### src/rtl/dsp_t2_mac_cfg_ports.sv
// dsp_t2_mac_cfg_ports
//
// Pipelined multiply-accumulate block with runtime-selectable operand
// signedness, an optional input register stage, an accumulator with four
// feedback modes, and a rounding arithmetic right shift at the output.
//
// Pipeline: [I (optional)] -> M (product + accumulator) -> O (select/shift).
// Latency is 2 cycles, or 3 when register_inputs_i=1.
//
// Build option:
//   DSP_T2_SATURATE_EN  defined   -> accumulator clamps on signed overflow
//                       undefined -> accumulator wraps modulo 2^ACC_WIDTH
module dsp_t2_mac_cfg_ports #(
  parameter int A_WIDTH   = 20,
  parameter int B_WIDTH   = 18,
  parameter int ACC_WIDTH = 48,
  parameter int Z_WIDTH   = 38
) (
  input  logic                 clock_i,
  input  logic                 reset_i,
  input  logic                 valid_i,
  input  logic [A_WIDTH-1:0]   a_i,
  input  logic [B_WIDTH-1:0]   b_i,
  input  logic                 unsigned_a_i,
  input  logic                 unsigned_b_i,
  input  logic [1:0]           feedback_i,
  input  logic                 register_inputs_i,
  input  logic                 output_select_i,
  input  logic [5:0]           shift_right_i,
  input  logic                 round_i,
  output logic                 valid_o,
  output logic [Z_WIDTH-1:0]   z_o,
  output logic                 overflow_o
);

  // Exact product width, and the working width of the multiplier
  // (each operand carries one extra bit for its extension).
  localparam int PW = A_WIDTH + B_WIDTH + 1;
  localparam int MW = PW + 1;

  typedef enum logic [1:0] {
    FB_PASS = 2'd0,
    FB_ACC  = 2'd1,
    FB_LOAD = 2'd2,
    FB_SUB  = 2'd3
  } fb_e;

  // One operation: operands plus every mode field that rides with them.
  typedef struct packed {
    logic [A_WIDTH-1:0] a;
    logic [B_WIDTH-1:0] b;
    logic               ua;
    logic               ub;
    fb_e                fb;
    logic               sel;
    logic [5:0]         sh;
    logic               rnd;
  } op_t;

  op_t cur_op;
  op_t in_q;
  logic in_vld_q;

  op_t  op_m;
  logic vld_m;

  logic signed [MW-1:0]        ax_w, bx_w, prod_w;
  logic signed [PW-1:0]        p_n;
  logic signed [ACC_WIDTH-1:0] p_ext;

  logic signed [ACC_WIDTH-1:0] sum, diff;
  logic signed [ACC_WIDTH-1:0] acc_d;
  logic                        ovf_d;
  logic                        ovf_now;

  logic                        m_vld_q;
  logic signed [ACC_WIDTH-1:0] p_q;
  logic signed [ACC_WIDTH-1:0] acc_q;
  logic                        ovf_q;
  logic                        m_sel_q;
  logic [5:0]                  m_sh_q;
  logic                        m_rnd_q;

  logic signed [ACC_WIDTH-1:0] sel_val;
  logic signed [ACC_WIDTH:0]   val_ext;
  logic signed [ACC_WIDTH:0]   half;
  logic signed [ACC_WIDTH:0]   shifted;
  logic [Z_WIDTH-1:0]          z_d;

  // Bundle the port-level fields into one operation record.
  always_comb begin
    cur_op.a   = a_i;
    cur_op.b   = b_i;
    cur_op.ua  = unsigned_a_i;
    cur_op.ub  = unsigned_b_i;
    cur_op.fb  = fb_e'(feedback_i);
    cur_op.sel = output_select_i;
    cur_op.sh  = shift_right_i;
    cur_op.rnd = round_i;
  end

  // Stage M sees either the live inputs or the optional input register.
  always_comb begin
    op_m  = register_inputs_i ? in_q : cur_op;
    vld_m = register_inputs_i ? in_vld_q : valid_i;
  end

  // Exact signed product: each operand is widened by one bit, which is a
  // sign bit for two's complement operands and zero for unsigned ones.
  always_comb begin
    ax_w   = {{(MW - A_WIDTH){~op_m.ua & op_m.a[A_WIDTH-1]}}, op_m.a};
    bx_w   = {{(MW - B_WIDTH){~op_m.ub & op_m.b[B_WIDTH-1]}}, op_m.b};
    prod_w = ax_w * bx_w;
    p_n    = PW'(prod_w);
    p_ext  = ACC_WIDTH'(p_n);
  end

  // Accumulator next value and sticky overflow for the token entering M.
  always_comb begin
    // NOTE: every output of a combinational block gets a default first, so
    // no path through the case leaves a variable unassigned (a latch).
    acc_d   = acc_q;
    ovf_d   = ovf_q;
    ovf_now = 1'b0;
    sum     = acc_q + p_ext;
    diff    = acc_q - p_ext;
    unique case (op_m.fb)
      FB_PASS: ;
      FB_ACC: begin
        ovf_now = (acc_q[ACC_WIDTH-1] == p_ext[ACC_WIDTH-1]) &&
                  (sum[ACC_WIDTH-1]   != acc_q[ACC_WIDTH-1]);
        acc_d   = sum;
      end
      FB_SUB: begin
        ovf_now = (acc_q[ACC_WIDTH-1] != p_ext[ACC_WIDTH-1]) &&
                  (diff[ACC_WIDTH-1]  != acc_q[ACC_WIDTH-1]);
        acc_d   = diff;
      end
      FB_LOAD: begin
        acc_d = p_ext;
        ovf_d = 1'b0;
      end
    endcase
`ifdef DSP_T2_SATURATE_EN
    // An overflowing update always moves away from the old sign, so the
    // old sign tells which rail to clamp to.
    if (ovf_now) begin
      acc_d = acc_q[ACC_WIDTH-1] ? {1'b1, {(ACC_WIDTH-1){1'b0}}}
                                 : {1'b0, {(ACC_WIDTH-1){1'b1}}};
    end
`endif
    if (ovf_now) ovf_d = 1'b1;
  end

  // Output formatting: select, optional half-up rounding, arithmetic shift.
  always_comb begin
    sel_val = m_sel_q ? acc_q : p_q;
    val_ext = (ACC_WIDTH+1)'(sel_val);
    half    = '0;
    if (m_rnd_q && (m_sh_q != 6'd0)) begin
      half = (ACC_WIDTH+1)'(1) << (m_sh_q - 6'd1);
    end
    // One guard bit keeps the rounding add from wrapping.
    shifted = (val_ext + half) >>> m_sh_q;
    if (32'(m_sh_q) >= ACC_WIDTH) begin
      shifted = {(ACC_WIDTH+1){sel_val[ACC_WIDTH-1]}};
    end
    z_d = Z_WIDTH'(shifted);
  end

  // Pipeline registers; reset discards in-flight tokens and clears state.
  always_ff @(posedge clock_i) begin
    // NOTE: sequential state uses non-blocking assignments so every register
    // samples pre-edge values regardless of statement order.
    if (reset_i) begin
      in_q       <= '0;
      in_vld_q   <= 1'b0;
      m_vld_q    <= 1'b0;
      p_q        <= '0;
      acc_q      <= '0;
      ovf_q      <= 1'b0;
      m_sel_q    <= 1'b0;
      m_sh_q     <= '0;
      m_rnd_q    <= 1'b0;
      valid_o    <= 1'b0;
      z_o        <= '0;
      overflow_o <= 1'b0;
    end else begin
      // Stage I: only loaded while the extra stage is in use.
      in_vld_q <= valid_i & register_inputs_i;
      if (valid_i && register_inputs_i) in_q <= cur_op;

      // Stage M: product, accumulator and mode fields move only on a token.
      m_vld_q <= vld_m;
      if (vld_m) begin
        p_q     <= p_ext;
        acc_q   <= acc_d;
        ovf_q   <= ovf_d;
        m_sel_q <= op_m.sel;
        m_sh_q  <= op_m.sh;
        m_rnd_q <= op_m.rnd;
      end

      // Stage O: z_o holds between tokens; the flag trails M by one cycle
      // so it lines up with the z_o of the token that produced it.
      valid_o <= m_vld_q;
      if (m_vld_q) z_o <= z_d;
      overflow_o <= ovf_q;
    end
  end

endmodule
### config.mk
export PLATFORM = sky130hd
export DESIGN_NAME = dsp_t2_mac_cfg_ports
export DESIGN_NICKNAME = d
export VERILOG_FILES = /design/src/rtl/dsp_t2_mac_cfg_ports.sv
export SDC_FILE = /design/constraint.sdc
export NUM_CORES = 2
export LEC_CHECK = 0
export CORE_MARGIN = 2
export CORE_UTILIZATION = 40
export DETAILED_ROUTE_END_ITERATION = 10
export PLACE_DENSITY = 0.63
export SLEW_MARGIN = 20
export SYNTH_ARGS = -nofsm -noshare
export SYNTH_HDL_FRONTEND = slang
export SYNTH_SLANG_ARGS = --single-unit
### constraint.sdc
create_clock -name clock_i -period 18.9 [get_ports clock_i]
set_input_delay 5.67 -clock clock_i [delete_from_list [all_inputs] [get_ports clock_i]]
set_output_delay 5.67 -clock clock_i [all_outputs]
set_load 0.01 [all_outputs]
==> results_dict.tcl <==
set metrics [dict create \
    fin_util 0.434 \
    core-area_um2 87000 \
    antenna_cells 0 \
    synthDistinctLibCells 96 \
    cts_made_buffers 17 \
    cts_hold_buf 0 \
    drive_gt1_frac 0.0615 \
    drc 0 \
    die_w_um 301 \
    vias 33600 \
    syn_inst 4544 \
    syn_nets 5258 \
    worst_pin_slew_ns 1.26 \
    layout_commonest_cell "nand2_1" \
    slew_violations 0 \
    outcome "finished clean" \
    max-cap-violations 0 \
    syn_area_um2 35200 \
    clock_path_buffers 2 \
    final_cell_mix "580 x nand2_1, 547 x nor2_1, 529 x inv_1" \
    cts_tree "done" \
    setup_violations 0 \
    cts_num_sinks 188 \
    die_h_um 301 \
    ys_seq_area_frac 0.107 \
    cpMostUsedCell "fa_1" \
    wl_mm 120 \
    ioPinCount 94 \
    path_max_fanout 44 \
    wire_per_inst_um 21.2 \
    maxSlewHeadroom 0.158 \
    numPortBuffers 93 \
    vias_per_cell 5.94 \
    placed_cell_area_um2 37200 \
    area_growth_pct 7.46 \
    fin_crit_ns 16.86 \
    drtPass1Iterations 6 \
    place_hpwl_mm 93.2 \
    grt_pass1_wl_mm 190 \
    crit_slowest_cell "mux2i_1" \
    postSynth.asyncResetShare 0 \
    critical_path.startpoint_type "input pin" \
    cts_resized 0 \
    rsz0062_at_grt "no" \
    drtAntennaViolNets 0 \
    first_iter_violations 2935 \
    cts.clk_slew.worst_paths_ns 0.09 \
    antenna_found_initial 1 \
    syn_area_per_cell_um2 7.74 \
    ys_ff_latch 188 \
    yosys_warnings 0 \
    cpPeakStageDelay_ns 1.02 \
    grt_max_degree 68 \
    fmax_mhz 59.3 \
    finClkSkew_ns 0.0249 \
    hold_ws_ns 0.453 \
    cts_max_level 4 \
    synthFlopType "dfxtp_1" \
    crit_required_ns 19.27 \
    grt_overflow 0 \
    fin_setup_tns_ns 0 \
    critPathArrivalTime_ns 17.24 \
    period_share 0.892 \
    rows 108 \
    final_area_um2 37800 \
    synth_edf_count 0 \
    place_congestion 0.963 \
    post-cts-setup-buffer-count 0 \
    clk_latency_ns 0.54 \
    die_area_um2 90300 \
    cp-end-kind "flip-flop" \
    initial_core_util 0.404 \
    root_buffer "clkbuf_16" \
    grt_pass1_vias 32900 \
    critical_path_class "input pin to flip-flop" \
    nets 5192 \
    hold_class "flip-flop to flip-flop" \
    finalHoldViolations 0 \
    grt.total_usage 0.267 \
]
==> Yosys cell counts, types with 23 or more instances <==
cell type | n | share of area
mux2i_1 | 94 | 0.027
nor2b_1 | 26 | 0.0046
o211ai_1 | 39 | 0.0083
nor2_1 | 548 | 0.058
o221ai_1 | 23 | 0.0057
nand3_1 | 72 | 0.010
o21bai_1 | 41 | 0.0087
mux2_2 | 92 | 0.029
a21oi_1 | 321 | 0.046
nand4_1 | 27 | 0.0048
o21ai_0 | 156 | 0.022
inv_1 | 529 | 0.056
nor3_1 | 97 | 0.014
or3_1 | 24 | 0.0043
a31oi_1 | 26 | 0.0046
nand2b_1 | 29 | 0.0052
dfxtp_1 | 188 | 0.11
nand2_1 | 581 | 0.062
xor2_1 | 29 | 0.0072
ha_1 | 260 | 0.092
o22ai_1 | 35 | 0.0062
buf_1 | 42 | 0.0045
a211oi_1 | 101 | 0.022
o21a_1 | 33 | 0.0070
clkbuf_1 | 196 | 0.021
fa_1 | 400 | 0.23
a221oi_1 | 23 | 0.0057
a21o_1 | 58 | 0.012
xnor2_1 | 88 | 0.022
==> through the flow <==
step | instances | worst slack (ns)
after floorplan | 4544 | 3.07
after global placement | 5614 | 1.79
after detailed placement | 5614 | 1.85
after CTS | 5646 | 2.37
after global routing | 5646 | 1.43
final | 5646 | 2.04
==> layer usage <==
| metal | vias up | part of all wire | track usage |
|---|---|---|---|
| met1 | 16500 | 0.44 | 0.375 |
| met5 | - | 0.000083 | 0 |
| met2 | 1440 | 0.44 | 0.414 |
| met4 | 2 | 0.032 | 0.0905 |
| met3 | 253 | 0.088 | 0.0437 |
| li1 | 15400 | - | - |
==> logic make-up (layout without fill, tap and decap cells) <==
logic type / Yosys count / count (layout) / share of synthesized area
simple gates: 1508 / 1508 / 0.184
compound gates: 1090 / 1090 / 0.211
buf+inv: 781 / 728 / 0.0841
fa+ha+maj: 660 / 660 / 0.320
mux: 199 / 199 / 0.0645
flops: 188 / 188 / 0.107
xor+xnor: 118 / 118 / 0.0296
==> final cells by class <==
class | count | area [µm²]
inverter | 532 | 2000
clock buffer | 17 | 425
fill | 8923 | 49200
clock inverter | 15 | 205
sequential | 188 | 3770
multi-input combinational | 3575 | 28500
tap | 1155 | 1450
timing repair buffer | 164 | 1460
==> sequential cells by signal (all words and copies together) (netlist names) <==
register    flops
in_vld_q        1
in_q           50
z_o            38
m_sel_q         1
m_vld_q         1
overflow_o      1
m_rnd_q         1
valid_o         1
acc_q          48
ovf_q           1
p_q            39
m_sh_q          6
==> path summary, 6_finish.rpt <==
check        slack [ns]                      to  cells past startpoint                  start
max                2.04  acc_q[42]$_SDFFE_PP0P_                     32      register_inputs_i
min                0.45    p_q[22]$_SDFFE_PP0P_                      2   p_q[22]$_SDFFE_PP0P_
max reg2reg        7.70  acc_q[42]$_SDFFE_PP0P_                     35  in_q[16]$_SDFFE_PP0P_
min reg2reg        0.45    p_q[22]$_SDFFE_PP0P_                      2   p_q[22]$_SDFFE_PP0P_
==> worst max-delay path, delay by kind of cell <==
| family | cells | cell delay (ns) |
|---|---|---|
| buffers and inverters | 2 | 0.87 |
| multiplexers | 1 | 1.02 |
| XOR/XNOR | 2 | 0.26 |
| AO/OA/AOI/OAI | 12 | 3.64 |
| adder cells (fa/ha/maj) | 9 | 4.02 |
| AND/OR/NAND/NOR | 6 | 1.63 |
Power is not shown: default switching activity piles up to over one toggle a cycle in this logic, so the estimate is an artifact.
